File: src/rtl/alu_pkg.sv
// Shared types and constants for the ALU result-capture datapath.
package alu_pkg;

    localparam int unsigned ALU_WIDTH = 64;

    typedef enum logic [1:0] {
        IDLE,
        SETTLE,
        HOLD
    } capture_state_t;

    typedef struct packed {
        logic n;
        logic z;
        logic c;
        logic v;
    } nzcv_t;

endpackage

File: src/rtl/alu_flag_compute.sv
// Combinational NZCV derivation from an adder result; also intended for the logic-unit flag path.
module alu_flag_compute
    import alu_pkg::*;
#(
    parameter int unsigned WIDTH = ALU_WIDTH
) (
    input  logic [WIDTH-1:0] sum_in,
    input  logic             cout_in,
    input  logic             overflow_in,
    output nzcv_t            nzcv
);

    // Z covers the full datapath width.
    always_comb begin
        nzcv.n = sum_in[WIDTH-1];
        nzcv.z = (sum_in == '0);
        nzcv.c = cout_in;
        nzcv.v = overflow_in;
    end

endmodule

File: src/rtl/alu_result_capture.sv
// Registered capture stage after the ripple adder: waits SETTLE_CYCLES for the carry chain,
// captures sum and NZCV, then holds the result under a valid/ready handshake.
// Optional feature: define ALU_STICKY_OVERFLOW_EN to add a sticky overflow flag (flag_q)
// with its clear_sticky input.
module alu_result_capture
    import alu_pkg::*;
#(
    parameter int unsigned WIDTH         = ALU_WIDTH,
    parameter int unsigned SETTLE_CYCLES = 4,
    localparam int unsigned CNT_W        = $clog2(SETTLE_CYCLES + 1)
) (
    input  logic             clk,
    input  logic             reset,
    input  logic             start,
    output logic             in_ready,
    input  logic             set_flags,
    input  logic [WIDTH-1:0] sum_in,
    input  logic             cout_in,
    input  logic             overflow_in,
    output logic [WIDTH-1:0] result_out,
    output logic             out_valid,
    input  logic             out_ready,
`ifdef ALU_STICKY_OVERFLOW_EN
    input  logic             clear_sticky,
    output logic             flag_q,
`endif
    output logic             flag_n,
    output logic             flag_z,
    output logic             flag_c,
    output logic             flag_v,
    output logic             busy
);

    localparam logic [CNT_W-1:0] CntLoad = CNT_W'(SETTLE_CYCLES - 1);

    capture_state_t   state_q, state_d;
    logic [CNT_W-1:0] cnt_q;
    logic             set_flags_q;
    logic [WIDTH-1:0] result_q;
    nzcv_t            nzcv_q;
    nzcv_t            nzcv_new;
    logic             accept;
    logic             capture;

    alu_flag_compute #(
        .WIDTH (WIDTH)
    ) u_flag_compute (
        .sum_in      (sum_in),
        .cout_in     (cout_in),
        .overflow_in (overflow_in),
        .nzcv        (nzcv_new)
    );

    assign accept  = (state_q == IDLE) && start;
    assign capture = (state_q == SETTLE) && (cnt_q == '0);

    // State register.
    always_ff @(posedge clk) begin
        if (reset) begin
            state_q <= IDLE;
        end else begin
            state_q <= state_d;
        end
    end

    // Next-state logic; start outside IDLE and out_ready outside HOLD are ignored.
    always_comb begin
        state_d = state_q;
        unique case (state_q)
            IDLE:    if (start)       state_d = SETTLE;
            SETTLE:  if (cnt_q == '0) state_d = HOLD;
            HOLD:    if (out_ready)   state_d = IDLE;
            default: state_d = IDLE;
        endcase
    end

    // Handshake and status outputs decoded from state.
    always_comb begin
        in_ready  = (state_q == IDLE);
        out_valid = (state_q == HOLD);
        busy      = (state_q == SETTLE) || (state_q == HOLD);
    end

    // Settle counter and set_flags latch, loaded on an accepted start.
    always_ff @(posedge clk) begin
        if (reset) begin
            cnt_q       <= '0;
            set_flags_q <= 1'b0;
        end else if (accept) begin
            cnt_q       <= CntLoad;
            set_flags_q <= set_flags;
        end else if ((state_q == SETTLE) && (cnt_q != '0)) begin
            cnt_q <= cnt_q - CNT_W'(1);
        end
    end

    // Result and flag capture; values persist past the handshake until the next capture.
    always_ff @(posedge clk) begin
        if (reset) begin
            result_q <= '0;
            nzcv_q   <= '0;
        end else if (capture) begin
            result_q <= sum_in;
            if (set_flags_q) begin
                nzcv_q <= nzcv_new;
            end
        end
    end

    assign result_out = result_q;
    assign flag_n     = nzcv_q.n;
    assign flag_z     = nzcv_q.z;
    assign flag_c     = nzcv_q.c;
    assign flag_v     = nzcv_q.v;

`ifdef ALU_STICKY_OVERFLOW_EN
    logic sticky_q;

    // Sticky overflow: any overflowing capture sets it, set beats a simultaneous clear.
    always_ff @(posedge clk) begin
        if (reset) begin
            sticky_q <= 1'b0;
        end else if (capture && overflow_in) begin
            sticky_q <= 1'b1;
        end else if (clear_sticky) begin
            sticky_q <= 1'b0;
        end
    end

    assign flag_q = sticky_q;
`endif

endmodule
File: config.mk
export PLATFORM = sky130hd
export DESIGN_NAME = alu_result_capture
export DESIGN_NICKNAME = d
export VERILOG_FILES = /design/src/rtl/alu_pkg.sv /design/src/rtl/alu_flag_compute.sv /design/src/rtl/alu_result_capture.sv
export SDC_FILE = /design/constraint.sdc
export NUM_CORES = 1
export LEC_CHECK = 0
export CORE_MARGIN = 2
export CORE_UTILIZATION = 52
export CTS_BUF_LIST = sky130_fd_sc_hd__clkbuf_4
export DETAILED_ROUTE_END_ITERATION = 7
export DONT_BUFFER_PORTS = 1
export GPL_TIMING_DRIVEN = 0
export HOLD_SLACK_MARGIN = 0.12
export PLACE_DENSITY = 0.68
export SETUP_SLACK_MARGIN = 0.05
export SLEW_MARGIN = 5
export SYNTH_ARGS = -nofsm -noshare
export SYNTH_HDL_FRONTEND = slang
export SYNTH_HIERARCHICAL = 1
export SYNTH_SLANG_ARGS = --single-unit
File: constraint.sdc
create_clock -name clk -period 2 [get_ports clk]
set_clock_uncertainty 0.15 [all_clocks]
set_input_delay 0.2 -clock clk [delete_from_list [all_inputs] [get_ports clk]]
set_output_delay 0.2 -clock clk [all_outputs]
set_load 0.01 [all_outputs]
# == After elaboration in Yosys (flattened, before gate mapping) ==
# Cells that the tools add are included.
# W data, S select, Z words.
# totals
reg_bits,74
in_bits,71
output_inout_bits,71
word_cells,33
# classes
add_sub_neg,1
eq_ne,5
n_mux,6
reduce_logical,12
# op_table
cell,n
$logic_not A64 Y1,1
$mux W2,5
$pmux W2 S3,1
$ne A2 B2 Y1 const B,2
$logic_and A1 B1 Y1,3
$logic_not A3 Y1,1
$reduce_and A3 Y1,1
$reduce_bool A3 Y1,1
$sub A3 B1 Y3 const B,1
$eq A2 B1 Y1 const B,1
$eq A2 B2 Y1 const B,1
$logic_not A2 Y1,1
$ne A2 B1 Y1 const B,1
$reduce_and A2 Y1,1
$reduce_bool A2 Y1,1
$reduce_or A2 Y1,1
$logic_or A1 B1 Y1,1

# == Depth between registers and ports, before layout ==
# depth
ltp_word,4
depth_mapped,8
mapped_depth_nobuf,5

# == Cells and area by module ==
# The synthesis kept the hierarchy.
# by_module_without_submodules
mod,instances,cells_per_inst,area_per_inst_um2,seq_area_each_um2
alu_result_capture,1,337,2741.4,1481.4
alu_flag_compute,1,24,166.4,0.0

# == Worst setup path before layout ==
# Ideal clock, no wire load.
# synth_path
kind,flip-flop to flip-flop
from,register state_q[1]
to,"register result_q[30], in the netlist result_out[30]"
setup_time_ns,0.136
arrival_ns,1.284
required_ns,1.714
slack_ns,0.430
stages_incl_launch_ff,9
n_path_buf,3
synth_period_minus_slack_ns,1.570
cell_sequence,dfxtp_1 inv_1 ha_1 and3b_1 buf_4 buf_8 buf_6 nand2_1 a21oi_2
# synth_via
elab_chain_len,2
# synth_lines
element,line,text
from (decl),alu_result_capture.sv:36,"capture_state_t state_q, state_d;"
from (signal assigned),alu_result_capture.sv:62,state_q <= state_d;
$eq A2 B1 Y1,alu_result_capture.sv:55,assign capture = (state_q == SETTLE) && (cnt_q == '0);
$logic_and A1 B1 Y1,alu_result_capture.sv:55,
to (signal assigned),alu_result_capture.sv:103,result_q <= sum_in;
to (decl),alu_result_capture.sv:39,logic [WIDTH-1:0] result_q;
# No other way between the ends.
# A chain may end at the register's enable or synchronous reset.

# == Worst setup path after layout ==
# layout_path
from,register state_q[1]
to,"register result_q[60], in the netlist result_out[60]"
# The elaborated chain is that of the path after synthesis.

==> run_results.csv <==
group,metric,value,unit
hold_path,hold_class,"in2reg",
critical_path,reg2reg_from,"state_q[1]$_SDFFE_PP0P_",
critical_path,crit_type,"reg2reg",
floorplanning,initial_utilization,53.5,%
critical_path,start_kind,"flip-flop",
status,status,"complete, no violations",
pwr,pwr-share-clk,24.2,%
run,maxCapViolations,0,
yosys,async_flop_share,0,%
placement,dp.final_hpwl,5350,um
floorplanning,coreArea,0.00544,mm2
yosys,yosys.area.top_type,"dfxtp_1",
timing,finalSetupViolCount,0,
yosys,synth_seq_cells,74,
critical_path,cpPeakStageDelay,390,ps
placement,io_buffer_count,0,
hold_path,holdPathStages,2,
yosys,yosysMostFrequentCell,"nand2_1",
yosys,netlist_instances,361,
routing,wire_per_inst,16.1,um
critical_path,crit_chain,"inv_1 -> ha_1 -> nand3b_1 -> clkbuf_4 -> clkbuf_4 -> nand2_1 -> a21oi_1",
routing,drtIter0Drc,98,
critical_path,crit_buf_inv,3,
yosys,syn-cell-area,0.00291,mm2
global_routing,grt_pass1_vias,2777,
yosys,ys_seq_area_share,50.9,%
critical_path,r2r_setup_slack,170,ps
cts,htreeDepth,3,
pwr,p_int,0.00274,W
global_routing,gr-total-overflow,0,
floorplanning,die_w,78.8,um
final_layout,area_growth_syn_to_layout,33.1,%
cts,clk_pin_slew_worst_paths,130,ps
yosys,yosysUniqueCellTypes,27,
yosys,synth_area_per_cell,8.05,um2
pwr,switching_share,36.4,%
global_routing,antenna_found_initial,0,
final_layout,n_fill_cell,426,
cts,cts_tree,"built",
hold_path,worstHoldEndpoint,"cnt_q[1]$_SDFFE_PP0P_",
critical_path,reg2reg_to,"result_out[60]$_SDFFE_PP0P_",
critical_path,critPathSlowestCell,"dfxtp_1",
routing,drc_errors,0,
routing,vias,2773,
placement,place_congestion,0.794,
timing,slew_viol_final,0,
cts,clk_latency,410,ps
critical_path,timing.critical_path.mode_cell,"clkbuf_4",
yosys,synth_ff_type,"dfxtp_1",
final_layout,fin_nets,518,
routing,via_per_inst,5.34,
yosys,yosys-top-cells-count,"136 x nand2_1, 74 x dfxtp_1, 65 x a21oi_1, 15 x nor4_1, 10 x buf_2",
floorplanning,die_h,78.8,um
critical_path,path_max_fanout,10,
critical_path,worst_setup_path_end_kind,"flip-flop",
timing,layout_min_cycle_time,1830,ps
timing,finalSetupTns,0,ps
pwr,p_seq_share,47.4,%
pwr,power.switching,0.00156,W
critical_path,cp.required,2180,ps
hold_path,min_from,"reset",
cts,cts_root_buffer,"clkbuf_4",
critical_path,crit_family,"buffers and inverters",
floorplanning,boundaryPins,142,
floorplanning,rows,27,
cts,cts_buffers,9,
timing,finalCritPeriodShare,91.7,%
timing,rsz0062_at_grt,"no",
timing,hold_viol,0,
final_layout,antenna-diode-count,0,
pwr,p_total,0.00430,W
pwr,p_leak,1.37,nW
routing,wl,8350,um
global_routing,grt_max_degree,14,
timing,slew_headroom,61.6,%
critical_path,cp.arrival,2010,ps
final_layout,drive_above_1_share,8.72,%
timing,max_slew.worst_pin.slew,575,ps
pwr,combPwrFrac,28.4,%
timing,timing.fmax,0.545,GHz
pwr,peakVddDrop,0.000948,V
cts,cts_max_path_buffers,2,
routing,ant_nets,0,
final_layout,utilization,71.2,%
yosys,synth_area_leaders,"dfxtp_1 51%, nand2_1 18%, a21oi_1 11%",
cts,clkSinkCount,74,
critical_path,reg2reg_depth,7,
yosys,synth-edff-count,0,
global_routing,track_usage,27.0,%
yosys,syn_nets,437,
floorplanning,die_area,0.00621,mm2
routing,drtPass1Iterations,4,
yosys,synth_top_cell_area_share,50.9,%
global_routing,grt_pass1_wl,12800,um
yosys,yosys_warnings,6,
pwr,power_density,1110,mW/mm2
-- final cells by class --
class | count | area [um2] | area share, %
plain buffers | 26 | 156 | 4.04
clock buffers | 9 | 67.6 | 1.75
clock inverters | 7 | 92.6 | 2.39
inverters | 6 | 22.5 | 0.582
multi-input cells | 255 | 1260 | 32.5
flip-flops and latches | 74 | 1480 | 38.3
well taps | 72 | 90.1 | 2.33
repair buffers | 70 | 701 | 18.1
-- timing repair --
item / CTS / global route
buffers inserted: 0 / 0
resized for setup: 0 / 3
setup endpoints to repair: 0 / 24
hold buffers: 70 / 0
hold endpoints to repair: 74 / 0
-- registers in the layout (all words and copies together) (netlist names) --
signal and count:
flag_n 1, flag_v 1, flag_z 1, state_q 2, result_out 64, flag_c 1, set_flags_q 1, cnt_q 3
-- worst max-delay path by stage --
stage               cells after the start                     endpoint                    start  slack [ps]
floorplan                               8  result_out[30]$_SDFFE_PP0P_  state_q[1]$_SDFFE_PP0P_         430
global placement                        7  result_out[36]$_SDFFE_PP0P_  state_q[1]$_SDFFE_PP0P_         260
detailed placement                      7  result_out[33]$_SDFFE_PP0P_  state_q[1]$_SDFFE_PP0P_         210
CTS                                     7  result_out[33]$_SDFFE_PP0P_  state_q[1]$_SDFFE_PP0P_         160
global route                            7  result_out[33]$_SDFFE_PP0P_  state_q[1]$_SDFFE_PP0P_          50
finish                                  7  result_out[60]$_SDFFE_PP0P_  state_q[1]$_SDFFE_PP0P_         170
-- kinds of logic after synthesis --
logic type | share of synthesized area (%)
AOI/OAI and AO/OA | 14.4
adders and majority gates | 2.15
buffers and inverters | 5.98
DFF | 50.9
muxes | 0.688
and+or+nand+nor | 25.8
-- cells in the final DEF (no fill, tap or decap), types with 3 or more instances in the layout --
| master | n |
|---|---|
| a21oi_1 | 65 |
| nor4_1 | 14 |
| clkbuf_4 | 11 |
| a21oi_2 | 5 |
| nor4_2 | 3 |
| dlygate4sd3_1 | 70 |
| inv_1 | 6 |
| nand3_1 | 5 |
| ha_1 | 5 |
| buf_4 | 4 |
| buf_2 | 8 |
| clkbuf_1 | 9 |
| nand2b_1 | 4 |
| nand2_1 | 136 |
| dfxtp_1 | 74 |
| nand4_1 | 4 |
-- worst register-to-register path: stages, from the launching register on --
cell and delay (ps):
dfxtp_1 390, inv_1 70, ha_1 270, nand3b_1 130, clkbuf_4 230, clkbuf_4 230
nand2_1 70, a21oi_1 210
-- power by group through the flow --
stage	sequential, W	combinational (W)	clock [W]
finish	0.00204	0.00122	0.00104
global route	0.00207	0.00136	0.00113
CTS	0.00204	0.00119	0.00107
detailed placement	0.00207	0.00106	0
global placement	0.00206	0.00103	0
floorplan	0.00201	0.000855	0
-- routing by layer --
layer | wire length [um] | up-vias | global-route usage [%]
met5 | 0 | - | 0
met2 | 4240 | 112 | 47.7
met3 | 587 | 23 | 7.73
li1 | - | 1381 | -
met4 | 244 | 0 | 14.6
met1 | 3280 | 1257 | 28.9
-- through the flow --
step / cell area [um2] / hold WS (ps) / std cells / setup WS (ps)
after floorplan: 2910 / 152 / 361 / 430
after global placement: 3000 / 159 / 433 / 260
after detailed placement: 3000 / 160 / 433 / 205
after CTS: 3860 / 147 / 519 / 157
after global routing: 3870 / 163 / 519 / 52.8
final: 3870 / 152 / 519 / 167
Power figures use the tool's default switching activity.
